===== config.mk =====
export PLATFORM = sky130hd
export DESIGN_NAME = ps2_host_cmd_ctrl
export DESIGN_NICKNAME = d
export VERILOG_FILES = /design/src/rtl/ps2_host_cmd_ctrl.sv
export SDC_FILE = /design/constraint.sdc
export NUM_CORES = 1
export LEC_CHECK = 0
export ABC_AREA = 1
export CAP_MARGIN = 5
export CORE_UTILIZATION = 56
export CTS_CLUSTER_SIZE = 8
export DETAILED_ROUTE_END_ITERATION = 6
export MAX_ROUTING_LAYER = met4
export PLACE_DENSITY = 0.79
export SLEW_MARGIN = 20
export SYNTH_ARGS = -nofsm -noshare
export SYNTH_HDL_FRONTEND = slang
export SYNTH_SLANG_ARGS = --single-unit

===== constraint.sdc =====
create_clock -name clk -period 2.9 [get_ports clk]
set_clock_uncertainty 0.2 [all_clocks]
set_input_delay 0.58 -clock clk [delete_from_list [all_inputs] [get_ports clk]]
set_output_delay 0.58 -clock clk [all_outputs]
set_load 0.05 [all_outputs]

===== src/rtl/ps2_host_cmd_ctrl.sv =====
// ps2_host_cmd_ctrl
// Host-to-device command sequencer for a PS/2 port. Sends one command byte
// (inhibit, request-to-send, 11-bit serial transmit, ack-bit check), then
// waits for the device's 0xFA/0xFE reply from the receive path. Resends on
// 0xFE up to MAX_RETRY times and reports one status per command.
//
// Ports:
//   clk, rst          system clock, synchronous active-high reset
//   cmd_valid/_byte   command request and byte; accepted when cmd_ready=1
//   cmd_ready         idle, able to accept a command
//   ps2_clk_in/_data_in   raw pin levels (asynchronous)
//   ps2_clk_oe/_data_oe   1 = pull the line low, 0 = release
//   rx_byte/rx_valid  frame from the receive path
//   rx_hold           receiver flush while the host owns the bus
//   resp_valid/_code  1-cycle status: 00 ACK, 01 RESEND_EXHAUSTED,
//                     10 TIMEOUT, 11 NO_ACK_BIT
//
// Optional build macro PS2_LED_SEQ_EN adds led_req/led_bits: an accepted
// led_req sends 0xED followed by {5'b0, led_bits} with a single status.
// INHIBIT_CYC must be at least 4 so the self-inflicted clock fall from the
// inhibit has cleared the synchronizers before SEND starts.
module ps2_host_cmd_ctrl #(
  parameter int unsigned CLK_HZ     = 100000000,
  parameter int unsigned INHIBIT_US = 100,
  parameter int unsigned TIMEOUT_US = 15000,
  parameter int unsigned MAX_RETRY  = 3
) (
  input  logic       clk,
  input  logic       rst,
  input  logic       cmd_valid,
  input  logic [7:0] cmd_byte,
  output logic       cmd_ready,
  input  logic       ps2_clk_in,
  input  logic       ps2_data_in,
  output logic       ps2_clk_oe,
  output logic       ps2_data_oe,
  input  logic [7:0] rx_byte,
  input  logic       rx_valid,
  output logic       rx_hold,
  output logic       resp_valid,
  output logic [1:0] resp_code
`ifdef PS2_LED_SEQ_EN
  ,
  input  logic       led_req,
  input  logic [2:0] led_bits
`endif
);

  localparam int unsigned INHIBIT_CYC = CLK_HZ / 1000000 * INHIBIT_US;
  localparam int unsigned TIMEOUT_CYC = CLK_HZ / 1000000 * TIMEOUT_US;
  localparam int unsigned TMAX = (TIMEOUT_CYC > INHIBIT_CYC) ? TIMEOUT_CYC : INHIBIT_CYC;
  localparam int unsigned TW = $clog2(TMAX + 1);
  localparam int unsigned RW = $clog2(MAX_RETRY + 2);

  localparam logic [TW-1:0] INH_LAST = TW'(INHIBIT_CYC - 1);
  localparam logic [TW-1:0] TMO_CYC  = TW'(TIMEOUT_CYC);
  localparam logic [RW-1:0] RETRY_MAX = RW'(MAX_RETRY);

  localparam logic [2:0] S_IDLE      = 3'd0;
  localparam logic [2:0] S_INHIBIT   = 3'd1;
  localparam logic [2:0] S_REQ       = 3'd2;
  localparam logic [2:0] S_SEND      = 3'd3;
  localparam logic [2:0] S_ACK_BIT   = 3'd4;
  localparam logic [2:0] S_WAIT_RESP = 3'd5;

  localparam logic [1:0] RC_ACK     = 2'b00;
  localparam logic [1:0] RC_RESEND  = 2'b01;
  localparam logic [1:0] RC_TIMEOUT = 2'b10;
  localparam logic [1:0] RC_NO_ACK  = 2'b11;

  logic          clk_s1_q, clk_s2_q, clk_prev_q, data_s1_q, data_s2_q;
  logic [2:0]    state_q, state_d;
  logic [7:0]    byte_q, byte_d;
  logic          parity_q, parity_d;
  logic [RW-1:0] retry_q, retry_d;
  logic [3:0]    bit_cnt_q, bit_cnt_d;
  logic [TW-1:0] timer_q, timer_d;
  logic          fall, timed, timeout, fin;
  logic [1:0]    code;
  logic [9:0]    frame;
`ifdef PS2_LED_SEQ_EN
  logic          seq_q, seq_d;
  logic [2:0]    led_q, led_d;
`endif

  assign fall    = clk_prev_q & ~clk_s2_q;
  assign timed   = (state_q == S_SEND) || (state_q == S_ACK_BIT) || (state_q == S_WAIT_RESP);
  assign timeout = timed && (timer_q == TMO_CYC);
  assign frame   = {1'b1, parity_q, byte_q};

  always_comb begin
    state_d   = state_q;
    byte_d    = byte_q;
    parity_d  = parity_q;
    retry_d   = retry_q;
    bit_cnt_d = bit_cnt_q;
    fin       = 1'b0;
    code      = RC_ACK;
`ifdef PS2_LED_SEQ_EN
    seq_d     = seq_q;
    led_d     = led_q;
`endif
    case (state_q)
      S_IDLE: begin
        if (cmd_valid) begin
          byte_d   = cmd_byte;
          parity_d = ~^cmd_byte;
          retry_d  = '0;
          state_d  = S_INHIBIT;
        end
`ifdef PS2_LED_SEQ_EN
        else if (led_req) begin
          byte_d   = 8'hED;
          parity_d = ~^8'hED;
          retry_d  = '0;
          led_d    = led_bits;
          seq_d    = 1'b1;
          state_d  = S_INHIBIT;
        end
`endif
      end
      S_INHIBIT: if (timer_q == INH_LAST) state_d = S_REQ;
      S_REQ: begin
        bit_cnt_d = '0;
        state_d   = S_SEND;
      end
      S_SEND: begin
        if (fall) begin
          // Edge 11 carries the device's ack bit; earlier edges advance the frame.
          if (bit_cnt_q == 4'd10) begin
            if (data_s2_q) begin
              fin  = 1'b1;
              code = RC_NO_ACK;
            end else begin
              state_d = S_ACK_BIT;
            end
          end else begin
            bit_cnt_d = bit_cnt_q + 4'd1;
          end
        end else if (timeout) begin
          fin  = 1'b1;
          code = RC_TIMEOUT;
        end
      end
      S_ACK_BIT: begin
        if (clk_s2_q && data_s2_q) begin
          state_d = S_WAIT_RESP;
        end else if (timeout) begin
          fin  = 1'b1;
          code = RC_TIMEOUT;
        end
      end
      S_WAIT_RESP: begin
        if (rx_valid && rx_byte == 8'hFA) begin
`ifdef PS2_LED_SEQ_EN
          if (seq_q) begin
            seq_d    = 1'b0;
            byte_d   = {5'b0, led_q};
            parity_d = ~^{5'b0, led_q};
            retry_d  = '0;
            state_d  = S_INHIBIT;
          end else begin
            fin = 1'b1;
          end
`else
          fin = 1'b1;
`endif
        end else if (rx_valid && rx_byte == 8'hFE) begin
          if (retry_q < RETRY_MAX) begin
            retry_d = retry_q + RW'(1);
            state_d = S_INHIBIT;
          end else begin
            fin  = 1'b1;
            code = RC_RESEND;
          end
        end else if (timeout) begin
          fin  = 1'b1;
          code = RC_TIMEOUT;
        end
      end
      default: state_d = S_IDLE;
    endcase
    if (fin) begin
      state_d = S_IDLE;
`ifdef PS2_LED_SEQ_EN
      seq_d   = 1'b0;
`endif
    end
    // Falls only restart the timer while the device is expected to clock; the
    // host's own inhibit pulls the pin low and must not stretch the inhibit.
    if ((state_d != state_q) || (fall && timed)) timer_d = '0;
    else                                         timer_d = timer_q + TW'(1);
  end

  always_ff @(posedge clk) begin
    if (rst) begin
      clk_s1_q   <= 1'b1;
      clk_s2_q   <= 1'b1;
      clk_prev_q <= 1'b1;
      data_s1_q  <= 1'b1;
      data_s2_q  <= 1'b1;
      state_q    <= S_IDLE;
      byte_q     <= '0;
      parity_q   <= 1'b0;
      retry_q    <= '0;
      bit_cnt_q  <= '0;
      timer_q    <= '0;
    end else begin
      clk_s1_q   <= ps2_clk_in;
      clk_s2_q   <= clk_s1_q;
      clk_prev_q <= clk_s2_q;
      data_s1_q  <= ps2_data_in;
      data_s2_q  <= data_s1_q;
      state_q    <= state_d;
      byte_q     <= byte_d;
      parity_q   <= parity_d;
      retry_q    <= retry_d;
      bit_cnt_q  <= bit_cnt_d;
      timer_q    <= timer_d;
    end
  end

`ifdef PS2_LED_SEQ_EN
  always_ff @(posedge clk) begin
    if (rst) begin
      seq_q <= 1'b0;
      led_q <= '0;
    end else begin
      seq_q <= seq_d;
      led_q <= led_d;
    end
  end
`endif

  // Before edge 1 the start bit (low) stays driven; lines drop on finish.
  always_comb begin
    ps2_data_oe = 1'b0;
    if (state_q == S_REQ) ps2_data_oe = 1'b1;
    else if (state_q == S_SEND && !fin)
      ps2_data_oe = (bit_cnt_q == 4'd0) ? 1'b1 : ~frame[bit_cnt_q - 4'd1];
  end

  assign cmd_ready  = (state_q == S_IDLE);
  assign ps2_clk_oe = (state_q == S_INHIBIT) || (state_q == S_REQ);
  assign rx_hold    = (state_q == S_INHIBIT) || (state_q == S_REQ) ||
                      (state_q == S_SEND) || (state_q == S_ACK_BIT);
  assign resp_valid = fin;
  assign resp_code  = fin ? code : 2'b00;

endmodule


Word-level counts from Yosys, hierarchy flattened
Cells that the tools add are included.
{ "word_totals": {"elab_cells": 102, "register_bits": 45} }
{ "op_classes": {"mux": 43, "n_bitwise": 3, "n_eq_ne": 17, "reduce_logical": 22, "addsub": 4, "n_lt_le_gt_ge": 2} }
{ "ops": {"columns": ["op", "n"], "rows": [
  ["$mux W3", 14],
  ["$add A21 B1 Y21 const B", 1],
  ["$eq A21 B14 Y1 const B", 1],
  ["$eq A21 B21 Y1 const B", 1],
  ["$pmux W3 S6", 1],
  ["$eq A8 B8 Y1 const B", 2],
  ["$mux W2", 8],
  ["$mux W1", 13],
  ["$mux W4", 2],
  ["$ne A2 B2 Y1 const B", 4],
  ["$pmux W4 S2", 1],
  ["$reduce_xnor A8 Y1", 1],
  ["$eq A3 B2 Y1 const B", 2],
  ["$eq A3 B3 Y1 const B", 2],
  ["$logic_and A1 B1 Y1", 6],
  ["$logic_or A1 B1 Y1", 6],
  ["$pmux W2 S3", 1],
  ["$pmux W3 S2", 1],
  ["$lt A4 B5 Y1 const B", 1],
  ["$reduce_and A5 Y1", 1],
  ["$add A4 B1 Y4 const B", 1],
  ["$bmux W1 S4", 1],
  ["$eq A4 B4 Y1 const B", 1],
  ["$logic_not A4 Y1", 1],
  ["15 further kinds", 18]
]} }

Longest topological paths before layout
Gate-level depths: netlist of the first run.
{ "depth": {"depth_word": 12, "depth_mapped": 16, "mapped_depth_nobuf": 15} }

Worst setup path after synthesis of the first run
No wires, ideal clock.
{ "synth_path": {"path_kind": "flip-flop to output port", "startpoint": "reg bit_cnt_q[0]", "endpoint": "out ps2_data_oe", "t_required_ps": 2120, "stages_incl_launch_ff": 10, "setup_slack_ps": -567, "path_buffers": 0, "arrival_time_ps": 2687, "path_cell_list": "dfxtp_1 -> inv_1 -> ha_1 -> nand3_1 -> nor2_1 -> nand3_1 -> nand2_1 -> inv_4 -> nand2_1 -> o21ai_0"} }
{ "synth_between": {"elab_chain_len": 8} }
{ "synth_rtl": {"columns": ["element", "line", "source"], "rows": [
  ["start: declaration", "76", "logic [3:0] bit_cnt_q, bit_cnt_d;"],
  ["start signal: assignment", "218", "bit_cnt_q <= bit_cnt_d;"],
  ["$eq A4 B4 Y1", "130", "if (bit_cnt_q == 4'd10) begin"],
  ["$mux W1", "130", null],
  ["$mux W1", "128", "if (fall) begin"],
  ["$pmux W1 S3", "103", "case (state_q)"],
  ["via resp_valid", "40", "output logic resp_valid,"],
  ["$logic_not A1 Y1", "239", "else if (state_q == S_SEND && !fin)"],
  ["$logic_and A1 B1 Y1", "239", null],
  ["$mux W1", "239", null],
  ["$mux W1", "238", "if (state_q == S_REQ) ps2_data_oe = 1'b1;"],
  ["end: declaration", "36", "output logic ps2_data_oe,"]
]} }
The timed path passes the listed nets, and every way through them passes these cells. The select of a mux whose other input is x is not followed.

Final worst setup path of the first run
{ "layout_path": {"startpoint": "in rx_byte[0]", "endpoint": "out ps2_data_oe"} }
{ "layout_between": {"elab_chain_len": 9} }
{ "layout_rtl": {"columns": ["element", "line", "source"], "rows": [
  ["start: declaration", "37", "input logic [7:0] rx_byte,"],
  ["$eq A8 B8 Y1", "168", "end else if (rx_valid && rx_byte == 8'hFE) begin"],
  ["$logic_and A1 B1 Y1", "168", null],
  ["$mux W1", "168", null],
  ["$mux W1 (*)", "154", "if (rx_valid && rx_byte == 8'hFA) begin"],
  ["$pmux W1 S3 (*)", "103", null],
  ["$logic_not A1 Y1 (*)", "239", null],
  ["$logic_and A1 B1 Y1 (*)", "239", null],
  ["$mux W1 (*)", "239", null],
  ["$mux W1 (*)", "238", null]
]} }
Every way passes the cells marked *; elsewhere a longest branch is shown, timed or not.

==> results of run 1 <==
==> path summary, 6_finish.rpt <==
path	end	slack [ns]	cells past startpoint
max	ps2_data_oe	0.07	12
min	clk_s2_q	0.22	1
max reg2reg	timer_q[7]	0.67	17
min reg2reg	clk_s2_q	0.22	1
==> cell type report <==
cell class | instances | area [µm²] | area share, %
clock buffers | 6 | 82.6 | 2.63
clock inverters | 1 | 7.51 | 0.239
inverters | 53 | 204 | 6.49
multi-input cells | 253 | 1470 | 46.7
flip-flops and latches | 45 | 907 | 28.9
well taps | 52 | 65.1 | 2.07
repair buffers | 39 | 410 | 13.1
==> logic make-up (layout without fill, tap and decap cells) <==
| logic type | after synthesis | count (layout) | synth area share, % |
|---|---|---|---|
| xor gates and xnor gates | 27 | 27 | 9.09 |
| AOI/OAI and AO/OA | 37 | 37 | 7.84 |
| and+or+nand+nor | 182 | 182 | 35.0 |
| DFF | 45 | 45 | 34.6 |
| buffers and inverters | 60 | 99 | 10.0 |
| adders and majority gates | 7 | 7 | 3.37 |
==> routing by layer <==
layer  share of wire, %  global-route usage [%]  routed length, µm  vias up
li1                   -                       -                  -     1212
met1                 47                    31.2               2590     1046
met5                  0                       -                  0        -
met4               0.73                    6.44                 40        0
met2                 47                    39.9               2580       61
met3                5.1                    4.91                278        5
==> power by group <==
group          internal [mW]  switching (mW)
Sequential             0.633          0.0122
Clock                  0.188           0.202
Combinational         0.0706          0.0831
==> state kept, by name, summed over array words and instances (netlist names) <==
register	flops
clk_s1_q	1
timer_q	21
retry_q	3
byte_q	8
clk_prev_q	1
data_s2_q	1
bit_cnt_q	4
parity_q	1
state_q	3
clk_s2_q	1
data_s1_q	1
==> layout by cell type (no fill, tap or decap), types with 2 or more instances in the layout <==
cell type        count
nand2_1             65
nor2_1              29
dfxtp_2              2
o211ai_1             3
nor2_2              26
ha_1                 6
a21oi_2              2
nor3_2               2
inv_2                8
buf_12               5
o21ai_1              3
xnor2_1              9
o31ai_1              2
xor2_1              18
clkbuf_8             6
nand3_2              5
nand2_2              4
nand3_1             23
inv_1               42
o21ai_0              8
dfxtp_1             42
nand4_1             11
inv_4                2
buf_4               12
nor3_1               7
or2_2                4
a21oi_1             15
a211oi_1             2
clkdlybuf4s50_1     22
==> timing repair <==
action                                 in CTS  in global routing
pin swaps                                   0                  4
setup endpoints to repair                   1                  3
buffers inserted                            0                  2
resized for setup                           1                 11
endpoints found under the hold margin       0                  0
==> impl_results.md, run 1 <==
- Max Cap Viol: 0
- Fmax: between 300 and 400 MHz
- Peak supply drop: 261 µV
- Crit start category: input pin
- Top cells by area, synth: dfxtp_1 (35%), nand2_1 (9.4%), inv_1 (6.2%)
- Synth Instances: 358
- Largest fanout on the critical path: 3
- Worst min-delay path class: flip-flop to flip-flop
- # IOs: 29
- DR vias: 2324
- Fin util: just over 70%
- Setup tns final: 0 ns
- Final WS setup: between 0.07 and 0.08 ns
- Crit path from: rx_byte[0]
- Main flop type after synthesis: dfxtp_1
- Final setup violation count: 0
- Setup slack at placement: roughly 0.044 ns
- Core box area: about 4400 µm²
- Clk_lat worst skew: 0.29 ns
- Status: complete, no violations
- Die area: between 4000 and 5000 µm²
- Max incr delay on CP: 0.45 ns
- Synth top cells by count: nand2_1 (65), dfxtp_1 (45), inv_1 (43)
- Vias in the first global route: roughly 2200
- Netlist cell types: 34
- Number of diodes: 0
- Clock tree from TritonCTS: done
- CTS max path bufs: 2
- Synth area leader: dfxtp_1
- Placed cell count: 440
- Routed WL per cell: 12.2 µm
- Final net count: approximately 430
- Synth top area share: approximately 35%
- Crit-path leading delay family: buffers and inverters
- Synthesized area: 2600 µm²
- RSZ-0062 raised after global routing: true
- CTS H-Tree Depth: 2
- CP required: 2.12 ns
- Area growth, synth to finish: 20.8%
- Setup crit end kind: output pin
- FF+latch count, synth: 45
- Hold Path Origin: clk_s1_q
- Die height: 70.2 µm
- Share of cells above drive strength 1: between 20 and 25%
- Routed wire length: 5490 µm
- Drt drc: 0
- Most common cell in the netlist: nand2_1
- Synth async-reset ratio: 0%
- Row cnt: 24
- TritonCTS sink count: 45
- Post-synth EDFFs: 0
- Initial antenna violation count: 0
- Count of input and output buffers: 28
- Worst Path Arrival: 2.05 ns
- Grt ovf: 0
- Via density: 5.18
- Slew Viols, Final: 0
- Worst path bufs/invs: 4
- Clock Pin Slew Worst Setup and Hold Paths: 0.08 ns
- Post-route cell area: 3140 µm²
- Power Dens Cells: between 300 and 400 nW/µm²
- Syn Area/Cell: around 7.3 µm²
- Final std cells w/o fill: approximately 450
- Fin. Hold Viols: 0
- Leak pwr: around 1.3 nW
- Initial Utilization: 59.0%
- WHS: between 0.2 and 0.25 ns
- Min Tclk post-route: 2.83 ns
- Initial drt markers: 114
- Filler cell count: 368
- Crit path max-delay cell type: clkdlybuf4s50_1
- Die width: 70.2 µm
- Gp weighted congestion: 0.907
- Sequence of cells on the critical path: clkdlybuf4s50_1 -> inv_1 -> nand2_1 -> nor2_1 -> nand3_1 -> inv_1 -> a21oi_2 -> nand2_2 -> nand2_4 -> nand2_1 -> o21ai_2 -> buf_12
- Rel. slew slack: 67.5%
- Syn nets: 387
- CTS root buffer: clkbuf_8
- Tcrit/Tclk final: 97.5%
- HPWL after DPL: 4050 µm
- Tot Pwr: 1.19 mW
- Crit Path Category: input pin to output pin
- Synth Warn #: 0
- Post-CTS Hold Buffers: 0
- Critical R2R Launch: timer_q[0]
- Largest net degree at the start of global routing: 22
- First-pass GRT wire length: 9540 µm
- Routed Antenna Nets: 0
- Gr usage total: between 20 and 25%
- Placed cell areas: 3010 µm²
- Worst Tran Pin Value: 0.486 ns
- Total iterations of the first detailed-routing run: 4
- Register area share after synthesis: 34.6%
- Num CTS Buffers: 5
No activity file was read; power rests on OpenSTA's default activity.
==> inputs of run 2 (changes only) <==
--- a/config.mk
+++ b/config.mk
@@ -12,7 +12,6 @@
 export DETAILED_ROUTE_END_ITERATION = 6
 export MAX_ROUTING_LAYER = met4
 export PLACE_DENSITY = 0.79
-export SLEW_MARGIN = 20
 export SYNTH_ARGS = -nofsm -noshare
 export SYNTH_HDL_FRONTEND = slang
 export SYNTH_SLANG_ARGS = --single-unit
==> results of run 2 <==
No change in the layout: final DEF, timing and power equal those of run 1.
